### src/rtl/div_seq_controller.sv
// rtl/div_seq_controller.sv - WIDTH-generic sequencing controller for a restoring shift/add divider
//
// Purpose:
//   Drives the register/ALU datapath of a restoring divider through WIDTH
//   test/decide iterations. A start/busy/valid handshake wraps the sequence.
//   start is ignored while a division is running, and the result stays valid
//   until the next start is accepted.
//
// Configuration macro:
//   DIVZERO_DETECT_EN - when defined, a start that sees div_zero=1 goes
//                       straight to DONE with err=1 and never touches the
//                       datapath. When undefined, div_zero is ignored and err
//                       is constant 0.
//
// Ports:
//   clk       in   1  rising-edge clock
//   reset     in   1  asynchronous, active-low reset
//   start     in   1  request a new division (sampled on clk rise)
//   sign      in   1  sign of the trial remainder (1 = negative), used in TEST
//   div_zero  in   1  divisor-is-zero flag from the datapath
//   load      out  1  load operands into datapath registers
//   add       out  1  restore enable (add divisor back)
//   shift     out  1  shift the remainder/quotient pair left
//   inbit     out  1  quotient bit shifted in
//   sel       out  2  datapath mux: 0 hold, 1 ALU, 2 operand load, 3 shift path
//   busy      out  1  division in progress
//   valid     out  1  quotient/remainder valid
//   err       out  1  divide-by-zero flag, qualified by valid

module div_seq_controller #(
  parameter  int WIDTH = 8,
  localparam int CNT_W = $clog2(WIDTH + 1)
) (
  input  logic       clk,
  input  logic       reset,
  input  logic       start,
  input  logic       sign,
  input  logic       div_zero,
  output logic       load,
  output logic       add,
  output logic       shift,
  output logic       inbit,
  output logic [1:0] sel,
  output logic       busy,
  output logic       valid,
  output logic       err
);

  typedef enum logic [2:0] {
    S_IDLE    = 3'd0,
    S_LOAD    = 3'd1,
    S_TEST    = 3'd2,
    S_RESTORE = 3'd3,
    S_ACCEPT  = 3'd4,
    S_DONE    = 3'd5
  } state_t;

  localparam logic [CNT_W-1:0] CNT_LAST = CNT_W'(WIDTH);
  localparam logic [CNT_W-1:0] CNT_ONE  = CNT_W'(1);

  state_t           state;
  state_t           state_next;
  logic [CNT_W-1:0] cnt;
  logic [CNT_W-1:0] cnt_inc;
  logic             last_iter;
  logic             start_zero;
  logic             err_q;

  // Saturating increment: the counter stops at WIDTH and never wraps.
  assign cnt_inc   = (cnt == CNT_LAST) ? cnt : (cnt + CNT_ONE);
  assign last_iter = (cnt_inc == CNT_LAST);

`ifdef DIVZERO_DETECT_EN
  assign start_zero = div_zero;

  // err is captured when a start is accepted, so it reflects the division
  // whose result is currently held, and is cleared by the next accepted start.
  always_ff @(posedge clk or negedge reset) begin
    if (!reset) begin
      err_q <= 1'b0;
    end else if (start && (state == S_IDLE || state == S_DONE)) begin
      err_q <= div_zero;
    end
  end
`else
  logic unused_div_zero;

  assign unused_div_zero = div_zero;
  assign start_zero      = 1'b0;
  assign err_q           = 1'b0;
`endif

  // State register and iteration counter.
  always_ff @(posedge clk or negedge reset) begin
    if (!reset) begin
      state <= S_IDLE;
      cnt   <= '0;
    end else begin
      state <= state_next;
      case (state)
        S_LOAD:              cnt <= '0;
        S_RESTORE, S_ACCEPT: cnt <= cnt_inc;
        default:             cnt <= cnt;
      endcase
    end
  end

  // Next-state logic. Only IDLE and DONE look at start, so a running
  // division cannot be restarted.
  always_comb begin
    state_next = state;
    case (state)
      S_IDLE, S_DONE: begin
        if (start) begin
          state_next = start_zero ? S_DONE : S_LOAD;
        end
      end
      S_LOAD:    state_next = S_TEST;
      S_TEST:    state_next = sign ? S_RESTORE : S_ACCEPT;
      S_RESTORE: state_next = last_iter ? S_DONE : S_TEST;
      S_ACCEPT:  state_next = last_iter ? S_DONE : S_TEST;
      default:   state_next = S_IDLE;
    endcase
  end

  // Moore output decode; every output has a defined value in every state.
  always_comb begin
    load  = 1'b0;
    add   = 1'b0;
    shift = 1'b0;
    inbit = 1'b0;
    sel   = 2'd0;
    busy  = 1'b0;
    valid = 1'b0;
    case (state)
      S_LOAD: begin
        load  = 1'b1;
        shift = 1'b1;
        sel   = 2'd2;
        busy  = 1'b1;
      end
      S_TEST: begin
        sel  = 2'd1;
        busy = 1'b1;
      end
      S_RESTORE: begin
        add   = 1'b1;
        shift = 1'b1;
        sel   = 2'd1;
        busy  = 1'b1;
      end
      S_ACCEPT: begin
        shift = 1'b1;
        inbit = 1'b1;
        sel   = 2'd3;
        busy  = 1'b1;
      end
      S_DONE: begin
        valid = 1'b1;
      end
      default: begin
      end
    endcase
  end

  assign err = err_q & valid;

endmodule
### config.mk
export PLATFORM = sky130hd
export DESIGN_NAME = div_seq_controller
export DESIGN_NICKNAME = d
export VERILOG_FILES = /design/src/rtl/div_seq_controller.sv
export SDC_FILE = /design/constraint.sdc
export NUM_CORES = 1
export LEC_CHECK = 0
export ABC_AREA = 1
export ABC_CLOCK_PERIOD_IN_PS = 2320
export BUFFER_PORTS_ARGS = -buffer_cell sky130_fd_sc_hd__buf_2
export CAP_MARGIN = 15
export CORE_MARGIN = 1.5
export CORE_UTILIZATION = 35
export CTS_CLUSTER_SIZE = 20
export DETAILED_ROUTE_END_ITERATION = 10
export PLACE_DENSITY = 0.61
export SLEW_MARGIN = 20
export SYNTH_ARGS = -nofsm -noshare
export SYNTH_HDL_FRONTEND = slang
export SYNTH_SLANG_ARGS = --single-unit
### constraint.sdc
create_clock -name clk -period 2.32 [get_ports clk]
set_clock_uncertainty 0.15 [all_clocks]
set_input_delay 0.116 -clock clk [delete_from_list [all_inputs] [get_ports clk]]
set_output_delay 0.116 -clock clk [all_outputs]
set_load 0.02 [all_outputs]
* Yosys cells after proc, flatten, opt, wreduce, memory -nomap -nowiden
Index checks and enable logic that the tools add are counted.
** Cells by class
- Add/subtract/negate cells :: 1
- Equality and inequality tests :: 8
- Multiplexer cells :: 13
- Reduce and logical (&&, ||, !) cells :: 7
** Operators by type and width (count)
- 3-bit case mux with 4 select lines :: 1
- 3-bit two-way mux :: 3
- 4-bit equality test (second input constant) :: 2
- 4-bit case mux with 2 select lines :: 1
- 3-bit by 2-bit equality test with 1-bit output (second input constant) :: 2
- 3-bit equality test (second input constant) :: 2
- 1-bit two-way mux :: 6
- 2-bit case mux with 3 select lines :: 1
- 2-bit OR reduction :: 3
- 4-bit by 1-bit adder with 4-bit output (second input constant) :: 1
- 4-bit two-way mux :: 1
- 4-bit OR reduction :: 1
- 3-bit by 1-bit equality test with 1-bit output (second input constant) :: 1
- 3-bit logical NOT :: 1
- 3-bit OR reduction :: 1
- 2-bit inequality test (second input constant) :: 1
- 2-bit nonzero test :: 1
** Storage, ports and cells
- Flip-flop bits (word level) :: 7
- Input port bits :: 5
- Output and inout bits :: 9
- Logic and storage cells :: 31

* Depth between registers and ports, before layout
- Depth in word-level cells :: 5
- Mapped depth :: 10
- Depth with buffers taken out :: 10

* Least setup slack after synthesis
OpenSTA, ideal clock, no wires.
- Path kind :: flip-flop to flip-flop
- Start :: register cnt[0]
- End :: register state[1]
- Library setup time :: 0.123 ns
- Arrival time :: 1.158 ns
- Required time :: 2.047 ns
- Slack :: 0.889 ns
- Stages on the path, launching flop included :: 10
- Buffers on the path :: 0
- Path through :: dfrtp_1 inv_1 ha_1 nand2_1 nand3_2 nand2_2 nor2_4 nand2_1 a21oi_1 nand2_1
** Between the ends
- Longest elaborated chain between the ends :: 5
- Elaborated cells on any way between the ends :: 6
- Classes of those cells :: 1 x add/sub; 2 x eq/ne; 3 x mux
** Ends and longest elaborated chain
- start, declared :: RTL line 63 : logic [CNT_W-1:0] cnt;
- start signal, assigned :: RTL line 102 : S_RESTORE, S_ACCEPT: cnt <= cnt_inc;
- start signal, assigned :: RTL line 103 : default: cnt <= cnt;
- 4-bit by 1-bit adder with 4-bit output / 4-bit equality test (equally long branches) :: RTL line 70 : assign cnt_inc = (cnt == CNT_LAST) ? cnt : (cnt + CNT_ONE);
- 4-bit two-way mux * :: RTL line 70
- 4-bit equality test * :: RTL line 71 : assign last_iter = (cnt_inc == CNT_LAST);
- 3-bit two-way mux * :: RTL line 120, 121
- 3-bit case mux with 4 select lines * :: RTL line 112 : case (state)
- end signal, assigned :: RTL line 99 : state <= state_next;
- end, declared :: RTL line 61 : state_t state;
Every way passes the cells marked *; elsewhere a longest branch is shown, timed or not.
A chain may end at the register's enable or synchronous reset.

* Worst setup path after layout
- Start :: register state[1]
- End :: output port shift
** Between the ends
- Longest elaborated chain between the ends :: 3
- Elaborated cells on any way between the ends :: 5
- Classes of those cells :: 3 x eq/ne; 1 x mux; 1 x reduce/logical
** Ends and longest elaborated chain
- 3-bit equality test (tied with other cells) :: RTL line 135 : case (state)
- 3-bit OR reduction (no line) *
- 1-bit two-way mux * :: RTL line 135
- end, declared :: RTL line 41 : output logic shift,
Marks and branches as above.

==> flow_summary.yaml <==
detailed_routing:
  dr.pass1.iters: 4
  wl_per_cell_um: 9.92
  drtIter0Drc: 6
  route.detailed.drc: 0
  vias: 489
  drt-total-wl_mm: 1.02
  postRouteAntennaNets: 0
  via_per_inst: 4.75
clock_network:
  clock_latency_ns: 0.26
  clk_pin_slew_ns: 0.06
  cts_resized: 0
  htreeDepth: 1
  max-clock-path-buffers: 2
  numCtsBuffers: 3
  cts-root-buf: "clkbuf_4"
  cts_tree: "done"
  clock_sinks: 7
critical_path:
  endpoint_kind: "output pin"
  max_stage_delay_ns: 0.41
  path_max_fanout: 6
  crit_buf_inv: 3
  cp_top_family: "flip-flops"
  crit_type: "flip-flop to output pin"
  cp_cell_sequence: "inv_2 -> nand3_2 -> nand2_4 -> inv_2 -> nand2_2 -> buf_2"
  crit_required_ns: 2.05
  slowest_stage: "dfrtp_1"
  worst_setup_path_start_kind: "flip-flop"
  arrival_ns: 1.35
  cpMostUsedCell: "inv_2"
cells_and_area:
  layout.cells.non_filler: 103
  syn2layout_area_growth_pct: 23.9
  drive_above_1_share_pct: 35.2
  antennaDiodeCount: 0
  nNetsFinal: 96
  fin_util_pct: 48.2
run_status:
  status: "finished, final reports clean"
placement:
  port_buffers: 11
  dp.cells: 96
  hpwl_um: 792
  place_congestion: 0.723
grt:
  grt_overflow: 0
  grt_use_total_pct: 14.3
  grt_max_degree: 8
  antenna_found_initial: 0
  grt_pass1_wl_mm: 1.80
  grt_pass1_vias: 426
timing:
  report.final.setup_viol: 0
  drv_slew: 0
  period_share_pct: 69.5
  rsz0062_at_grt: "false"
  finalCriticalPeriod_ns: 1.61
  fmax_mhz: 620
  finalHoldViolations: 0
  setup_tns_ns: 0
pwr:
  p_per_area_nw_per_um2: 1380
  peakVddDrop_mv: 0.524
  p_total_mw: 0.887
  leakagePower_nw: 0.366
yosys:
  synth.ff_latch_count: 7
  synth_xor_area_share_pct: 0
  syn_area_per_cell_um2: 7.31
  synth_adder_area_share_pct: 4.82
  synth_cells: 71
  yosys.area_share.simple_pct: 41.0
  synth_compound_area_share_pct: 7.47
  synth_top_family_by_area: "simple AND/OR/NAND/NOR gates"
  synth_warnings: 0
  synthMuxAreaShare_pct: 0
  synth_cell_type_count: 19
  synth_fp_nets: 78
  ys_seq_area_share_pct: 33.7
  synth.cell_area_um2: 519
worst_hold_path:
  hp-class: "primary input to asynchronous set/reset pin"
die:
  io_pins: 14
  start_util_pct: 38.9
  core_um2: 1330
  die_h_um: 41.5
  row_count: 13
  fp.dieArea_um2: 1720
  die_w_um: 41.5
job:
  maxCapViolCount: 0
==> cell usage after synthesis (all sizes together) <==
master / number / area [um^2]
inv: 15 / 56.3
conb: 1 / 3.75
nand4: 2 / 12.5
buf: 1 / 7.51
dfrtp: 7 / 175
nand2: 22 / 100
ha: 2 / 25.0
nand3: 10 / 70.1
o22ai: 1 / 6.26
a21oi: 1 / 5.00
nor2: 4 / 30.0
o211ai: 1 / 7.51
o21ai: 4 / 20.0
==> cell usage in the layout, fill, tap and decap left out, drive strengths merged, types with 2 or more instances in the layout <==
master / count
nor2: 4
buf: 11
dfrtp: 7
ha: 2
nand2: 22
inv: 15
nand4: 2
clkbuf: 3
nand3: 10
dlygate4sd3: 3
o21ai: 4
==> where the power goes <==
group / internal (mW) / switching, mW
Clock: 0.0633 / 0.0517
Sequential: 0.169 / 0.0538
Combinational: 0.180 / 0.369
==> cell families (layout without fill, tap and decap cells) <==
logic type               after synthesis  in the layout
adder cells (fa/ha/maj)                2              2
buffers and inverters                 16             33
other                                  1              1
flip-flops                             7              7
AO/OA/AOI/OAI                          7              7
AND/OR/NAND/NOR                       38             38
==> through the flow <==
stage	worst slack, ns	hold slack (ns)	area, um^2
after floorplan	0.889	-0.330	519
after global routing	0.588	0.0692	643
after CTS	0.693	0.0600	643
final	0.708	0.0594	643
after detailed placement	0.760	-0.192	586
after global placement	0.778	-0.197	586
==> final timing paths <==
kind | startpoint | to | slack, ns | cells after the start
min reg2reg | cnt[1] | cnt[1] | 0.47 | 2
max reg2reg | cnt[0] | state[1] | 0.75 | 9
min | reset | state[1] | 0.06 | 2
max | state[1] | shift | 0.71 | 6
max in group asynchronous | reset | cnt[3] | 1.80 | 2
min in group clk | sign | state[2] | 0.46 | 3
==> area by class of cell <==
cell class	count	area, um^2
Timing Repair Buffer	14	85.1
Tap cell	15	18.8
Sequential cell	7	175
Clock inverter	1	5.00
Multi-Input combinational cell	48	280
Clock buffer	3	22.5
Fill cell	142	691
Inverter	15	56.3
==> routing by layer <==
metal  vias up  track usage [%]  wire (um)
met4         0             9.68         20
met2        12             20.0        452
met3         2             6.52         57
met5         -                0          0
li1        255                -          -
met1       220             17.3        492
==> registers in the layout, indices dropped and copies added, names as in the netlist <==
signal / cells
state: 3
cnt: 4
==> repair_timing <==
item | 4_1_cts | 5_1_grt
hold buffers | 3 | 0
setup buffers | 0 | 0
hold endpoints to repair | 9 | 0
Note: power is estimated with default switching activity, not from simulation.
